<file path="config.mk">
export PLATFORM = sky130hd
export DESIGN_NAME = writeback_unit
export DESIGN_NICKNAME = d
export VERILOG_FILES = /design/src/rtl/writeback_unit.sv
export SDC_FILE = /design/constraint.sdc
export NUM_CORES = 1
export LEC_CHECK = 0
export ABC_AREA = 1
export BUFFER_PORTS_ARGS = -buffer_cell sky130_fd_sc_hd__buf_2
export CAP_MARGIN = 20
export CORE_MARGIN = 2
export CORE_UTILIZATION = 35
export DETAILED_ROUTE_END_ITERATION = 10
export PLACE_DENSITY = 0.67
export SLEW_MARGIN = 20
export SYNTH_ARGS = -nofsm -noshare
export SYNTH_HDL_FRONTEND = slang
export SYNTH_SLANG_ARGS = --single-unit
</file>
<file path="constraint.sdc">
create_clock -name clock -period 2.9 [get_ports clock]
set_clock_uncertainty 0.1 [all_clocks]
set_input_delay 0.58 -clock clock [delete_from_list [all_inputs] [get_ports clock]]
set_output_delay 0.58 -clock clock [all_outputs]
set_load 0.01 [all_outputs]
</file>
<file path="src/rtl/writeback_unit.sv">
// LEGv8 write-back stage: buffers completed results in an in-order FIFO
// and retires at most one register-file write per clock.
module writeback_unit #(
  parameter int DEPTH = 4,
  parameter int CNT_W = 16
) (
  input  logic             clock,
  input  logic             reset,
  input  logic             in_valid,
  output logic             in_ready,
  input  logic             in_reg_write,
  input  logic             in_mem_to_reg,
  input  logic [4:0]       in_dest,
  input  logic [31:0]      alu_result,
  input  logic [31:0]      mem_read_data,
  input  logic             stall_wb,
  output logic             regWrite,
  output logic [4:0]       writeRegister,
  output logic [31:0]      writeData,
  input  logic [4:0]       query_reg1,
  input  logic [4:0]       query_reg2,
  output logic             pending1,
  output logic             pending2,
  output logic [CNT_W-1:0] wb_count
);

  localparam int AW = $clog2(DEPTH);
  localparam logic [4:0] XZR = 5'd31;

  typedef struct packed {
    logic [4:0]  dest;
    logic [31:0] data;
  } wb_entry_t;

  wb_entry_t        mem [DEPTH];
  wb_entry_t        entry;
  wb_entry_t        head;
  logic [AW-1:0]    rd_ptr;
  logic [AW-1:0]    wr_ptr;
  logic [AW:0]      count;
  logic             push;
  logic             pop;
  logic [DEPTH-1:0] live;

  assign in_ready = count < (AW+1)'(DEPTH);
  assign push     = in_valid && in_ready
                 && in_reg_write && (in_dest != XZR);
  assign pop      = (count != '0) && !stall_wb;
  assign entry    = '{dest: in_dest,
                      data: in_mem_to_reg ? mem_read_data
                                          : alu_result};
  assign head     = mem[rd_ptr];

  always_ff @(posedge clock) begin
    if (push) mem[wr_ptr] <= entry;
  end

  always_ff @(posedge clock or posedge reset) begin
    if (reset) begin
      rd_ptr        <= '0;
      wr_ptr        <= '0;
      count         <= '0;
      regWrite      <= 1'b0;
      writeRegister <= '0;
      writeData     <= '0;
      wb_count      <= '0;
    end else begin
      if (push) wr_ptr <= wr_ptr + 1'b1;
      if (pop)  rd_ptr <= rd_ptr + 1'b1;
      unique case (1'b1)
        (push && !pop): count <= count + 1'b1;
        (pop && !push): count <= count - 1'b1;
        default:        ;
      endcase
      if (pop) begin
        regWrite      <= 1'b1;
        writeRegister <= head.dest;
        writeData     <= head.data;
        wb_count      <= wb_count + 1'b1;
      end else begin
        regWrite  <= 1'b0;
        writeData <= '0;
      end
    end
  end

  // slot i holds a live entry when its distance from head is below count
  always_comb begin
    live = '0;
    for (int i = 0; i < DEPTH; i++) begin
      live[i] = {1'b0, AW'(i) - rd_ptr} < count;
    end
  end

  always_comb begin
    pending1 = regWrite && (writeRegister == query_reg1);
    pending2 = regWrite && (writeRegister == query_reg2);
    for (int i = 0; i < DEPTH; i++) begin
      if (live[i] && mem[i].dest == query_reg1) pending1 = 1'b1;
      if (live[i] && mem[i].dest == query_reg2) pending2 = 1'b1;
    end
    if (query_reg1 == XZR) pending1 = 1'b0;
    if (query_reg2 == XZR) pending2 = 1'b0;
  end

endmodule

</file>
==> report_table.html, run 1 <==
<table>
<tr><th>Metric</th><th>Value</th></tr>
<tr><th colspan="2">GRT</th></tr>
<tr><td>Via count of the first global-routing pass</td><td>5839</td></tr>
<tr><td>Global route total overflow</td><td>0</td></tr>
<tr><td>Initial antenna violation count</td><td>0</td></tr>
<tr><td>Wire length of the first global-routing pass</td><td>31860 um</td></tr>
<tr><td>Overall fraction of global-route tracks in use</td><td>0.1543</td></tr>
<tr><td>Pin count of the biggest net entering global routing</td><td>62</td></tr>
<tr><th colspan="2">Clocking</th></tr>
<tr><td>Clock root cell</td><td>sky130_fd_sc_hd__clkbuf_16</td></tr>
<tr><td>Clock latency on the worst-skew pair</td><td>0.49 ns</td></tr>
<tr><td>H-Tree Level Count</td><td>1</td></tr>
<tr><td>CTS tree</td><td>done</td></tr>
<tr><td>TritonCTS sink count</td><td>209</td></tr>
<tr><td>Clock input transition at the sequential cells of the worst setup and hold paths</td><td>0.06 ns</td></tr>
<tr><td>Longest Clk Path Bufs</td><td>3</td></tr>
<tr><td>Total clock buffers created by CTS</td><td>21</td></tr>
<tr><td>CTS Hold Bufs</td><td>0</td></tr>
<tr><th colspan="2">Routing</th></tr>
<tr><td>Via count of the routed design</td><td>5939</td></tr>
<tr><td>Number of nets with antenna violations after detailed routing</td><td>0</td></tr>
<tr><td>Mean number of vias per cell</td><td>4.793</td></tr>
<tr><td>Detailed-route wire length</td><td>20610 um</td></tr>
<tr><td>Initial drt markers</td><td>382</td></tr>
<tr><td>Final routed DRC violation total</td><td>0</td></tr>
<tr><td>Number of iterations in the first detailed-routing pass</td><td>5</td></tr>
<tr><td>Wire length per cell after detailed routing</td><td>16.63 um</td></tr>
<tr><th colspan="2">Layout</th></tr>
<tr><td>Fill count</td><td>2325</td></tr>
<tr><td>Layout cells sized above 1</td><td>0.2849</td></tr>
<tr><td>Cell Count, Final, Fillers Out</td><td>1239</td></tr>
<tr><td>Most common library cell in the layout ignoring fill and taps</td><td>sky130_fd_sc_hd__nand2_1</td></tr>
<tr><td>Area delta synth-&gt;final</td><td>21.73%</td></tr>
<tr><td>Most frequent cells in the layout</td><td>sky130_fd_sc_hd__nand2_1, sky130_fd_sc_hd__edfxtp_1, sky130_fd_sc_hd__buf_2</td></tr>
<tr><td>Final net count</td><td>990</td></tr>
<tr><td>Antenna cells</td><td>0</td></tr>
<tr><th colspan="2">Die</th></tr>
<tr><td>Chip height</td><td>164 um</td></tr>
<tr><td>Number of primary I/O pins</td><td>142</td></tr>
<tr><td>Placeable core region</td><td>25180 sq um</td></tr>
<tr><td>Starting Density</td><td>0.3558</td></tr>
<tr><td>Die Outline Area</td><td>26900 sq um</td></tr>
<tr><td>Die outline width</td><td>164 um</td></tr>
<tr><td>Standard-cell row count</td><td>58</td></tr>
<tr><th colspan="2">Synthesis</th></tr>
<tr><td>Syn_nets</td><td>840</td></tr>
<tr><td>Post-synthesis instance area</td><td>8960 sq um</td></tr>
<tr><td>Synth warnings</td><td>0</td></tr>
<tr><td>Main synth FF type</td><td>sky130_fd_sc_hd__edfxtp_1</td></tr>
<tr><td>Synth async-reset ratio</td><td>0.2919</td></tr>
<tr><td>Mean post-synth cell area</td><td>12.04 sq um</td></tr>
<tr><td>Synth top area share</td><td>0.4960</td></tr>
<tr><td>Sequential cell area fraction in the yosys report</td><td>0.6664</td></tr>
<tr><td>Cell taking the most area after synthesis</td><td>sky130_fd_sc_hd__edfxtp_1</td></tr>
<tr><td>Cell count after synthesis</td><td>744</td></tr>
<tr><td>Synth Register Bits</td><td>209</td></tr>
<tr><td>Number of enable flip-flop cells after synthesis</td><td>148</td></tr>
<tr><td>Leading cell types by total area after synthesis</td><td>sky130_fd_sc_hd__edfxtp_1, sky130_fd_sc_hd__dfrtp_1, sky130_fd_sc_hd__nand2_1</td></tr>
<tr><td>Count of cell types in the netlist</td><td>35</td></tr>
<tr><th colspan="2">Power and ir drop</th></tr>
<tr><td>Net switching power figure</td><td>3.122 mW</td></tr>
<tr><td>Clk network pwr share</td><td>0.282</td></tr>
<tr><td>Total power divided by cell area</td><td>853.4 nW/um^2</td></tr>
<tr><td>Internal power consumption</td><td>6.186 mW</td></tr>
<tr><td>Largest voltage drop on the vdd net</td><td>0.0004021 V</td></tr>
<tr><td>Combinational group share of total power</td><td>0.293</td></tr>
<tr><td>Leakage component of the power</td><td>4.439 nW</td></tr>
<tr><td>Post-route total power</td><td>9.308 mW</td></tr>
<tr><td>Switching part of the total power</td><td>0.3354</td></tr>
<tr><td>Proportion of power drawn by flip-flops and latches</td><td>0.424</td></tr>
<tr><th colspan="2">Worst setup path</th></tr>
<tr><td>Highest cell delay on the worst timing path</td><td>0.45 ns</td></tr>
<tr><td>Data required time at the worst endpoint</td><td>2.22 ns</td></tr>
<tr><td>Kind of end point of the critical path</td><td>output port</td></tr>
<tr><td>Arrival time of the worst setup path</td><td>2.14 ns</td></tr>
<tr><td>CP startpoint kind</td><td>flop</td></tr>
<tr><td>Critical path class</td><td>flop to output port</td></tr>
<tr><td>Ordered cell list for the critical path</td><td>nor2_4 -&gt; inv_2 -&gt; nand2_4 -&gt; ha_4 -&gt; inv_2 -&gt; nor2_2 -&gt; a21oi_2 -&gt; inv_1 -&gt; nor2_2 -&gt; nand2_1 -&gt; nand2_1 -&gt; nor2_1 -&gt; nor2_1 -&gt; buf_2</td></tr>
<tr><td>Cell at the slowest stage of the critical path</td><td>sky130_fd_sc_hd__dfrtp_2</td></tr>
<tr><td>Largest fanout on the critical path</td><td>4</td></tr>
<tr><th colspan="2">Run status</th></tr>
<tr><td>Outcome</td><td>finished clean</td></tr>
<tr><th colspan="2">Placement</th></tr>
<tr><td>DPL Wire Length</td><td>13170 um</td></tr>
<tr><td>Number of buffers inserted by port buffering</td><td>141</td></tr>
<tr><td>Gpl congestion</td><td>0.8596</td></tr>
<tr><td>Placed Cells</td><td>1198</td></tr>
<tr><th colspan="2">Timing</th></tr>
<tr><td>Number of endpoints failing setup at the final stage</td><td>0</td></tr>
<tr><td>Final count of hold timing violations</td><td>0</td></tr>
<tr><td>Top achievable clock speed</td><td>354.8 MHz</td></tr>
<tr><td>Headroom to the max-slew limit</td><td>0.4929</td></tr>
<tr><td>Slew Viols, Final</td><td>0</td></tr>
<tr><td>Final period util</td><td>0.9720</td></tr>
<tr><td>Slew of the pin with the lowest slew margin</td><td>0.7607 ns</td></tr>
<tr><td>Final period demand of the worst path</td><td>2.819 ns</td></tr>
<tr><td>Setup repair after global routing missed its margin</td><td>true</td></tr>
<tr><th colspan="2">Job</th></tr>
<tr><td>Max-capacitance violation count</td><td>0</td></tr>
<tr><th colspan="2">Min path</th></tr>
<tr><td>Class of the worst hold path</td><td>primary input to async pin</td></tr>
</table>
registers in the layout (all words and copies together), names as in the netlist:
name and count:
writeData 32, count 3, writeRegister 5, mem 148, regWrite 1, rd_ptr 2
wb_count 16, wr_ptr 2
metrics by stage:
step | cell area, sq um | hold slack, ns | TNS, ns | utilization | setup slack (ns)
final | 10910 | 0.05204 | 0 | 0.4331 | 0.08115
after floorplan | 8960 | 0.3498 | -18.44 | - | -0.1246
after CTS | 10860 | 0.05780 | 0 | 0.4313 | 0.01481
after global routing | 10910 | 0.07763 | -0.1176 | 0.4331 | -0.06721
after global placement | 10150 | 0.3689 | 0 | 0.4031 | 0.3835
after detailed placement | 10150 | 0.3760 | 0 | 0.4031 | 0.3397
power by group through the flow:
stage | sequential (mW) | combinational, mW | clock (mW)
3_3_place_gp | 3.99 | 2.58 | 0
5_1_grt | 4.00 | 3.05 | 2.80
6_report | 3.95 | 2.73 | 2.63
3_5_place_dp | 4.00 | 2.62 | 0
4_1_cts | 3.95 | 2.69 | 2.69
2_1_floorplan | 4.09 | 1.46 | 0
worst paths after layout:
check,start,endpoint,slack (ns),depth (start not counted)
max,rd_ptr[1]$_DFFE_PP0P_,pending2,0.08,14
min,reset,wb_count[9]$_DFFE_PP0P_,0.05,3
max reg2reg,rd_ptr[1]$_DFFE_PP0P_,writeData[22]$_DFF_PP0_,0.82,7
min reg2reg,count[1]$_DFFE_PP0P_,count[1]$_DFFE_PP0P_,0.40,2
max in group asynchronous,reset,rd_ptr[1]$_DFFE_PP0P_,2.32,3
min in group clock,in_dest[3],mem[2][35]$_DFFE_PP_,0.23,1
synth_stat cells, types with 2 or more instances:
cell type	instances
sky130_fd_sc_hd__inv_1	54
sky130_fd_sc_hd__o2111ai_1	5
sky130_fd_sc_hd__mux2_2	30
sky130_fd_sc_hd__xnor2_1	15
sky130_fd_sc_hd__buf_2	21
sky130_fd_sc_hd__mux2_1	2
sky130_fd_sc_hd__a31oi_1	32
sky130_fd_sc_hd__edfxtp_1	148
sky130_fd_sc_hd__nand2_1	178
sky130_fd_sc_hd__nor3_2	2
sky130_fd_sc_hd__xor2_1	29
sky130_fd_sc_hd__clkbuf_1	10
sky130_fd_sc_hd__dfrtp_1	61
sky130_fd_sc_hd__nand3_1	21
sky130_fd_sc_hd__nand2_2	2
sky130_fd_sc_hd__nor2_4	4
sky130_fd_sc_hd__clkinv_1	2
sky130_fd_sc_hd__a21oi_1	6
sky130_fd_sc_hd__nor2_1	41
sky130_fd_sc_hd__nand4_1	7
sky130_fd_sc_hd__nor3_1	6
sky130_fd_sc_hd__a22oi_1	33
sky130_fd_sc_hd__o21ai_0	14
sky130_fd_sc_hd__ha_1	10
worst max-delay path: cells and delay by family (launching register included):
| kind | cells | cell delay [ns] |
|---|---|---|
| flops | 1 | 0.45 |
| simple gates | 8 | 0.57 |
| compound gates | 1 | 0.13 |
| buf+inv | 4 | 0.29 |
| fa+ha+maj | 1 | 0.20 |
final cells by class:
cell class | instances | area [sq um] | area share
inverters | 57 | 214.0 | 0.01962
well taps | 330 | 412.9 | 0.03786
clock buffers | 26 | 574.3 | 0.05266
repair buffers | 159 | 903.4 | 0.08283
multi-input cells | 446 | 2726 | 0.2500
clock inverters | 12 | 102.6 | 0.009407
flip-flops and latches | 209 | 5973 | 0.5477
repair_timing:
| item | CTS | global route |
|---|---|---|
| cloned | 0 | 0 |
| setup buffers | 3 | 0 |
| endpoints found under the hold margin | 0 | 0 |
| pin swaps | 2 | 13 |
| gates resized for setup | 5 | 12 |
| endpoints found under the setup margin | 2 | 2 |
kinds of logic (layout without fill, tap and decap cells):
family | Yosys count | after routing | share of synthesized area
flip-flops | 209 | 209 | 0.6664
adder cells (fa/ha/maj) | 11 | 11 | 0.01620
AO/OA/AOI/OAI | 93 | 93 | 0.06898
XOR/XNOR | 44 | 44 | 0.04301
multiplexers | 32 | 32 | 0.04022
buffers and inverters | 89 | 254 | 0.04022
AND/OR/NAND/NOR | 266 | 266 | 0.1250
routing by layer:
| metal | global-route usage | vias to the layer above | part of all wire |
|---|---|---|---|
| met5 | 0 | - | 0 |
| met4 | 0.03509 | 0 | 0.015 |
| met3 | 0.02197 | 28 | 0.044 |
| met2 | 0.2653 | 171 | 0.48 |
| met1 | 0.2076 | 2864 | 0.46 |
| li1 | - | 2876 | - |
No activity file was read; power rests on OpenSTA's default activity.
==> run 2, diff against run 1 <==
Settings changed: CORE_ASPECT_RATIO set to 1.2.
==> run 2 against run 1 <==
  * The run now ends with hold timing left
  * Sequential power hardly changed
  * Die area about the same
  * Critical path depth decreased by 1
  * Global-route usage fell by 0.23 points
  * Total power grew 4.1%
  * Wire length is 0.84% lower
  * Combinational power barely moved
  * Sequential share of layout area shrank 0.58 points
  * Clock-buffer cell count unchanged
  * Register-to-register slack hardly changed
  * Sequential cell count unchanged
  * Hold slack lost 0.054 ns
==> report_table.html, run 2 (synthesized netlist as in run 1, its figures left out) <==
<table>
<tr><th>Metric</th><th>Value</th></tr>
<tr><th colspan="2">Layout</th></tr>
<tr><td>Combined area of the multi-input logic cells</td><td>2716 sq um</td></tr>
<tr><td>Largest registers ranked by flip-flop count</td><td>mem x148, writeData x32, wb_count x16</td></tr>
<tr><td>Most common library cell in the layout ignoring fill and taps</td><td>sky130_fd_sc_hd__nand2_1</td></tr>
<tr><td>Area delta synth-&gt;final</td><td>23.01%</td></tr>
<tr><td>Largest Register</td><td>mem</td></tr>
<tr><td>Area of all placed cells without fillers</td><td>11020 sq um</td></tr>
<tr><td>Layout cells sized above 1</td><td>0.2868</td></tr>
<tr><td>Register Area</td><td>5972 sq um</td></tr>
<tr><td>Number of flip-flops under the largest register name</td><td>148</td></tr>
<tr><td>Fill count</td><td>2312</td></tr>
<tr><td>Most frequent cells in the layout</td><td>sky130_fd_sc_hd__nand2_1, sky130_fd_sc_hd__edfxtp_1, sky130_fd_sc_hd__buf_2</td></tr>
<tr><td>Cell Count, Final, Fillers Out</td><td>1247</td></tr>
<tr><td>Final net count</td><td>997</td></tr>
<tr><td>Antenna cells</td><td>0</td></tr>
<tr><th colspan="2">Routing</th></tr>
<tr><td>Initial drt markers</td><td>356</td></tr>
<tr><td>Detailed-route wire length</td><td>20430 um</td></tr>
<tr><td>Number of nets with antenna violations after detailed routing</td><td>0</td></tr>
<tr><td>Wire length per cell after detailed routing</td><td>16.39 um</td></tr>
<tr><td>Number of iterations in the first detailed-routing pass</td><td>7</td></tr>
<tr><td>Final routed DRC violation total</td><td>0</td></tr>
<tr><td>Mean number of vias per cell</td><td>4.777</td></tr>
<tr><td>Via count of the routed design</td><td>5957</td></tr>
<tr><th colspan="2">Timing</th></tr>
<tr><td>Setup repair after global routing missed its margin</td><td>true</td></tr>
<tr><td>Final period util</td><td>0.9931</td></tr>
<tr><td>Slew Viols, Final</td><td>0</td></tr>
<tr><td>Post-Route Hold Slack</td><td>-0.002041 ns</td></tr>
<tr><td>Number of endpoints failing setup at the final stage</td><td>0</td></tr>
<tr><td>Final count of hold timing violations</td><td>6</td></tr>
<tr><td>Headroom to the max-slew limit</td><td>0.5754</td></tr>
<tr><td>Final period demand of the worst path</td><td>2.880 ns</td></tr>
<tr><td>Top achievable clock speed</td><td>347.2 MHz</td></tr>
<tr><td>Post-route setup slack</td><td>0.02014 ns</td></tr>
<tr><td>Slew of the pin with the lowest slew margin</td><td>0.6368 ns</td></tr>
<tr><td>Total negative slack for setup checks</td><td>0 ns</td></tr>
<tr><th colspan="2">GRT</th></tr>
<tr><td>Global route total overflow</td><td>0</td></tr>
<tr><td>Pin count of the biggest net entering global routing</td><td>44</td></tr>
<tr><td>Overall fraction of global-route tracks in use</td><td>0.1520</td></tr>
<tr><td>Initial antenna violation count</td><td>0</td></tr>
<tr><td>Via count of the first global-routing pass</td><td>5840</td></tr>
<tr><td>Wire length of the first global-routing pass</td><td>31270 um</td></tr>
<tr><th colspan="2">Die</th></tr>
<tr><td>Placeable core region</td><td>25300 sq um</td></tr>
<tr><td>Standard-cell row count</td><td>64</td></tr>
<tr><td>Chip height</td><td>179.3 um</td></tr>
<tr><td>Die outline width</td><td>150.1 um</td></tr>
<tr><td>Die Outline Area</td><td>26900 sq um</td></tr>
<tr><td>Starting Density</td><td>0.3541</td></tr>
<tr><td>Number of primary I/O pins</td><td>142</td></tr>
<tr><th colspan="2">Placement</th></tr>
<tr><td>DPL Wire Length</td><td>13340 um</td></tr>
<tr><td>Gpl congestion</td><td>0.8897</td></tr>
<tr><td>Area after detailed placement</td><td>10160 sq um</td></tr>
<tr><td>Placed Cells</td><td>1204</td></tr>
<tr><td>Post-place setup slack</td><td>0.4047 ns</td></tr>
<tr><td>Number of buffers inserted by port buffering</td><td>141</td></tr>
<tr><th colspan="2">Worst setup path</th></tr>
<tr><td>CP startpoint kind</td><td>flop</td></tr>
<tr><td>Critical path class</td><td>flop to output port</td></tr>
<tr><td>Kind of end point of the critical path</td><td>output port</td></tr>
<tr><td>Data required time at the worst endpoint</td><td>2.22 ns</td></tr>
<tr><td>Largest fanout on the critical path</td><td>3</td></tr>
<tr><td>Arrival time of the worst setup path</td><td>2.20 ns</td></tr>
<tr><th colspan="2">Clocking</th></tr>
<tr><td>TritonCTS sink count</td><td>209</td></tr>
<tr><td>Longest Clk Path Bufs</td><td>3</td></tr>
<tr><td>CTS Hold Bufs</td><td>0</td></tr>
<tr><td>CTS tree</td><td>done</td></tr>
<tr><td>Clock root cell</td><td>sky130_fd_sc_hd__clkbuf_16</td></tr>
<tr><td>Clock latency on the worst-skew pair</td><td>0.51 ns</td></tr>
<tr><td>H-Tree Level Count</td><td>1</td></tr>
<tr><td>Total clock buffers created by CTS</td><td>22</td></tr>
<tr><td>Clock input transition at the sequential cells of the worst setup and hold paths</td><td>0.06 ns</td></tr>
<tr><th colspan="2">Power and ir drop</th></tr>
<tr><td>Total power divided by cell area</td><td>878.7 nW/um^2</td></tr>
<tr><td>Post-route total power</td><td>9.685 mW</td></tr>
<tr><td>Leakage component of the power</td><td>4.518 nW</td></tr>
<tr><td>Largest voltage drop on the vdd net</td><td>0.0003645 V</td></tr>
<tr><th colspan="2">Job</th></tr>
<tr><td>Max-capacitance violation count</td><td>0</td></tr>
<tr><th colspan="2">Run status</th></tr>
<tr><td>Violations in the final reports</td><td>hold timing</td></tr>
<tr><td>Outcome</td><td>finished with violations</td></tr>
<tr><th colspan="2">Min path</th></tr>
<tr><td>Class of the worst hold path</td><td>primary input to async pin</td></tr>
</table>
-- run 2: final timing paths --
kind	from	to	slack (ns)	depth (start not counted)
min in group clock	in_dest[0]	mem[0][32]$_DFFE_PP_	0.22	1
setup reg to reg	count[2]$_DFFE_PP0P_	count[2]$_DFFE_PP0P_	0.83	10
max in group asynchronous	reset	writeData[20]$_DFF_PP0_	1.96	3
setup / recovery	rd_ptr[0]$_DFFE_PP0P_	pending2	0.02	13
hold / removal	reset	wb_count[5]$_DFFE_PP0P_	-0.002	2
hold reg to reg	wb_count[5]$_DFFE_PP0P_	wb_count[5]$_DFFE_PP0P_	0.42	1
-- run 2: repair_timing --
item | in CTS | in global routing
endpoints found under the setup margin | 2 | 2
pin swaps | 4 | 9
buffers inserted | 3 | 0
gates resized for setup | 3 | 10
-- run 2: worst max-delay path, cell delays in order (launching register included) --
cell	delay, ns
sky130_fd_sc_hd__dfrtp_1	0.43
sky130_fd_sc_hd__nor2_4	0.13
sky130_fd_sc_hd__inv_2	0.05
sky130_fd_sc_hd__nand2_4	0.08
sky130_fd_sc_hd__inv_1	0.04
sky130_fd_sc_hd__ha_1	0.27
sky130_fd_sc_hd__nand2_1	0.07
sky130_fd_sc_hd__a21oi_2	0.15
sky130_fd_sc_hd__inv_1	0.05
sky130_fd_sc_hd__nand3_1	0.07
sky130_fd_sc_hd__nand2_1	0.07
sky130_fd_sc_hd__nor2_2	0.09
sky130_fd_sc_hd__nor2_1	0.05
sky130_fd_sc_hd__buf_2	0.13
-- run 2: area by class of cell --
type                       instances  share of cell area
sequential                       209              0.5418
multi-input combinational        446              0.2465
timing repair buffer             165             0.08264
clock buffer                      26             0.05222
tap                              330             0.03746
clock inverter                    14             0.01998
inverter                          57             0.01941
-- run 2: metal layers --
metal  vias up  share of wire  global-route usage
met1      2856           0.41              0.1872
met3        41          0.050             0.02239
li1       2887              -                   -
met2       173           0.51              0.2721
met4         0          0.024             0.05189
met5         -              0                   0
-- run 2: where the power goes --
| group | internal, mW | switching (mW) | total (mW) | leakage, nW |
|---|---|---|---|---|
| Combinational | 0.985 | 1.73 | 2.72 | 2.00 |
| Clock | 1.89 | 1.14 | 3.03 | 0.391 |
| Sequential | 3.68 | 0.258 | 3.94 | 2.13 |
| Total | 6.55 | 3.13 | 9.69 | 4.52 |
-- run 2: through the flow --
step / util / hold slack (ns)
global route: 0.4356 / 0.02896
detailed placement: 0.4014 / 0.3745
global placement: 0.4014 / 0.3630
CTS: 0.4340 / 0.009692
finish: 0.4356 / -0.002041
floorplan: - / 0.3498
==> run 3, diff against run 2 <==
Settings changed: CELL_PAD_IN_SITES_DETAIL_PLACEMENT set to 0, CELL_PAD_IN_SITES_GLOBAL_PLACEMENT set to 1, PLACE_DENSITY 0.67 to 0.78.
==> run 3 against run 2 <==
  * Critical endpoint unchanged
  * First-iteration DRC count decreased by 37%
  * Critical path depth stayed put
  * Global-route usage grew 0.23 points
  * Wire length is 1.9% higher
  * Utilization fell by 0.26 points
  * Register-to-register slack barely moved
  * Highest routed layer unchanged
  * Clock power down 8.9%
  * Maximum frequency is 0.41% higher
  * Hold slack improved by 0.032 ns
  * The flow now finishes without violations
==> report_table.html, run 3 (synthesized netlist as in run 1, its figures left out) <==
<table>
<tr><th>Metric</th><th>Value</th></tr>
<tr><th colspan="2">Layout</th></tr>
<tr><td>Fill count</td><td>2363</td></tr>
<tr><td>Largest Register</td><td>mem</td></tr>
<tr><td>Area of all placed cells without fillers</td><td>10960 sq um</td></tr>
<tr><td>Antenna cells</td><td>0</td></tr>
<tr><td>Layout cells sized above 1</td><td>0.2863</td></tr>
<tr><td>Final standard cell utilization of the core</td><td>0.4330</td></tr>
<tr><td>Final net count</td><td>995</td></tr>
<tr><td>Number of flip-flops under the largest register name</td><td>148</td></tr>
<tr><td>Largest registers ranked by flip-flop count</td><td>mem x148, writeData x32, wb_count x16</td></tr>
<tr><td>Area delta synth-&gt;final</td><td>22.27%</td></tr>
<tr><td>Most frequent cells in the layout</td><td>sky130_fd_sc_hd__nand2_1, sky130_fd_sc_hd__edfxtp_1, sky130_fd_sc_hd__buf_2</td></tr>
<tr><td>Cell Count, Final, Fillers Out</td><td>1245</td></tr>
<tr><td>Most common library cell in the layout ignoring fill and taps</td><td>sky130_fd_sc_hd__nand2_1</td></tr>
<tr><th colspan="2">Power and ir drop</th></tr>
<tr><td>Proportion of power drawn by flip-flops and latches</td><td>0.420</td></tr>
<tr><td>Combinational group share of total power</td><td>0.287</td></tr>
<tr><td>Switching part of the total power</td><td>0.3329</td></tr>
<tr><td>Leakage component of the power</td><td>4.474 nW</td></tr>
<tr><td>Post-route total power</td><td>9.422 mW</td></tr>
<tr><td>Internal power consumption</td><td>6.285 mW</td></tr>
<tr><td>Total power divided by cell area</td><td>860.0 nW/um^2</td></tr>
<tr><td>Largest voltage drop on the vdd net</td><td>0.0003618 V</td></tr>
<tr><td>Clk network pwr share</td><td>0.293</td></tr>
<tr><td>Net switching power figure</td><td>3.137 mW</td></tr>
<tr><th colspan="2">Clocking</th></tr>
<tr><td>Clock latency on the worst-skew pair</td><td>0.51 ns</td></tr>
<tr><td>Longest Clk Path Bufs</td><td>3</td></tr>
<tr><td>H-Tree Level Count</td><td>1</td></tr>
<tr><td>CTS tree</td><td>done</td></tr>
<tr><td>Total clock buffers created by CTS</td><td>22</td></tr>
<tr><td>TritonCTS sink count</td><td>209</td></tr>
<tr><td>Clock root cell</td><td>sky130_fd_sc_hd__clkbuf_16</td></tr>
<tr><td>Clock input transition at the sequential cells of the worst setup and hold paths</td><td>0.06 ns</td></tr>
<tr><th colspan="2">Die</th></tr>
<tr><td>Chip height</td><td>179.3 um</td></tr>
<tr><td>Starting Density</td><td>0.3541</td></tr>
<tr><td>Number of primary I/O pins</td><td>142</td></tr>
<tr><td>Die Outline Area</td><td>26900 sq um</td></tr>
<tr><td>Standard-cell row count</td><td>64</td></tr>
<tr><td>Placeable core region</td><td>25300 sq um</td></tr>
<tr><td>Die outline width</td><td>150.1 um</td></tr>
<tr><th colspan="2">Worst setup path</th></tr>
<tr><td>Origin of the worst setup path</td><td>rd_ptr[1]$_DFFE_PP0P_</td></tr>
<tr><td>Kind of end point of the critical path</td><td>output port</td></tr>
<tr><td>CP startpoint kind</td><td>flop</td></tr>
<tr><td>Data required time at the worst endpoint</td><td>2.22 ns</td></tr>
<tr><td>Highest cell delay on the worst timing path</td><td>0.46 ns</td></tr>
<tr><td>Critical register-to-register path startpoint</td><td>count[2]$_DFFE_PP0P_</td></tr>
<tr><td>Ordered cell list for the critical path</td><td>nor2_4 -&gt; inv_2 -&gt; nand2_4 -&gt; inv_2 -&gt; ha_4 -&gt; nand2_2 -&gt; a21oi_2 -&gt; inv_1 -&gt; nand3_1 -&gt; nand2_1 -&gt; nor2_1 -&gt; nor2_1 -&gt; buf_2</td></tr>
<tr><td>Largest fanout on the critical path</td><td>4</td></tr>
<tr><td>Critical path class</td><td>flop to output port</td></tr>
<tr><td>Arrival time of the worst setup path</td><td>2.19 ns</td></tr>
<tr><td>Cell at the slowest stage of the critical path</td><td>sky130_fd_sc_hd__dfrtp_2</td></tr>
<tr><th colspan="2">Placement</th></tr>
<tr><td>Number of buffers inserted by port buffering</td><td>141</td></tr>
<tr><td>Placed Cells</td><td>1202</td></tr>
<tr><td>Post-place setup slack</td><td>0.3184 ns</td></tr>
<tr><td>Area after detailed placement</td><td>10140 sq um</td></tr>
<tr><td>Gpl congestion</td><td>0.8605</td></tr>
<tr><td>DPL Wire Length</td><td>13630 um</td></tr>
<tr><th colspan="2">Timing</th></tr>
<tr><td>Post-route setup slack</td><td>0.03204 ns</td></tr>
<tr><td>Post-Route Hold Slack</td><td>0.02989 ns</td></tr>
<tr><td>Final period util</td><td>0.9890</td></tr>
<tr><td>Final period demand of the worst path</td><td>2.868 ns</td></tr>
<tr><td>Top achievable clock speed</td><td>348.7 MHz</td></tr>
<tr><td>Slew of the pin with the lowest slew margin</td><td>0.6281 ns</td></tr>
<tr><td>Total negative slack for setup checks</td><td>0 ns</td></tr>
<tr><td>Headroom to the max-slew limit</td><td>0.5812</td></tr>
<tr><td>Final count of hold timing violations</td><td>0</td></tr>
<tr><td>Number of endpoints failing setup at the final stage</td><td>0</td></tr>
<tr><td>Slew Viols, Final</td><td>0</td></tr>
<tr><td>Setup repair after global routing missed its margin</td><td>true</td></tr>
<tr><th colspan="2">Routing</th></tr>
<tr><td>Number of iterations in the first detailed-routing pass</td><td>4</td></tr>
<tr><td>Final routed DRC violation total</td><td>0</td></tr>
<tr><td>Mean number of vias per cell</td><td>4.776</td></tr>
<tr><td>Wire length per cell after detailed routing</td><td>16.72 um</td></tr>
<tr><td>Via count of the routed design</td><td>5946</td></tr>
<tr><td>Initial drt markers</td><td>225</td></tr>
<tr><td>Detailed-route wire length</td><td>20820 um</td></tr>
<tr><td>Number of nets with antenna violations after detailed routing</td><td>0</td></tr>
<tr><th colspan="2">GRT</th></tr>
<tr><td>Wire length of the first global-routing pass</td><td>31800 um</td></tr>
<tr><td>Initial antenna violation count</td><td>0</td></tr>
<tr><td>Via count of the first global-routing pass</td><td>5886</td></tr>
<tr><td>Overall fraction of global-route tracks in use</td><td>0.1543</td></tr>
<tr><td>Global route total overflow</td><td>0</td></tr>
<tr><td>Pin count of the biggest net entering global routing</td><td>62</td></tr>
<tr><th colspan="2">Run status</th></tr>
<tr><td>Outcome</td><td>finished clean</td></tr>
<tr><th colspan="2">Min path</th></tr>
<tr><td>Class of the worst hold path</td><td>primary input to async pin</td></tr>
<tr><th colspan="2">Job</th></tr>
<tr><td>Max-capacitance violation count</td><td>0</td></tr>
</table>
[run 3: changes by cell type in the layout (fill, tap and decap cells not counted), moves of 2 or more]
| cell | change |
|---|---|
| sky130_fd_sc_hd__buf_4 | -3 |
| sky130_fd_sc_hd__bufinv_16 | -4 |
| sky130_fd_sc_hd__clkbuf_8 | +3 |
| sky130_fd_sc_hd__clkinvlp_4 | +2 |
[run 3: final cells by class]
type	instances	area, sq um	share of cell area
sequential	209	5973	0.5452
multi-input combinational	446	2734	0.2495
timing repair buffer	163	899.6	0.08212
clock buffer	30	620.6	0.05665
tap	330	412.9	0.03769
inverter	57	214.0	0.01953
clock inverter	10	101.3	0.009251
[run 3: what timing repair did]
action / in CTS / in global routing
buffers inserted: 2 / 1
hold buffers: 0 / 0
endpoints found under the setup margin: 2 / 2
gates resized for setup: 6 / 11
pin swaps: 1 / 12
[run 3: path summary, 6_finish.rpt]
path | slack [ns] | endpoint | depth (start not counted)
worst max register to register | 0.82 | count[2]$_DFFE_PP0P_ | 10
worst min register to register | 0.40 | count[1]$_DFFE_PP0P_ | 2
min in group clock | 0.21 | mem[1][33]$_DFFE_PP_ | 1
worst min-delay path | 0.03 | wb_count[5]$_DFFE_PP0P_ | 3
max in group asynchronous | 2.33 | rd_ptr[0]$_DFFE_PP0P_ | 3
worst max-delay path | 0.03 | pending2 | 13
[run 3: worst max-delay path: cells and delay by family, from the launching register on]
family                     cells  cell delay (ns)
DFF                            1             0.46
and+or+nand+nor                7             0.56
adders and majority gates      1             0.25
buffers and inverters          4             0.29
AOI/OAI and AO/OA              1             0.15
[run 3: layer usage]
metal	vias up	global-route usage	part of all wire
met5	-	0	0
met4	0	0.03813	0.013
met3	25	0.02392	0.042
met2	126	0.2772	0.52
met1	2913	0.1943	0.43
li1	2882	-	-
[run 3: power by group through the flow]
stage / combinational (mW) / clock, mW / sequential (mW)
final: 2.70 / 2.76 / 3.96
after global routing: 3.02 / 2.95 / 4.01
after CTS: 2.63 / 2.82 / 3.96
after detailed placement: 2.58 / 0 / 4.02
after global placement: 2.55 / 0 / 4.01
after floorplan: 1.46 / 0 / 4.09
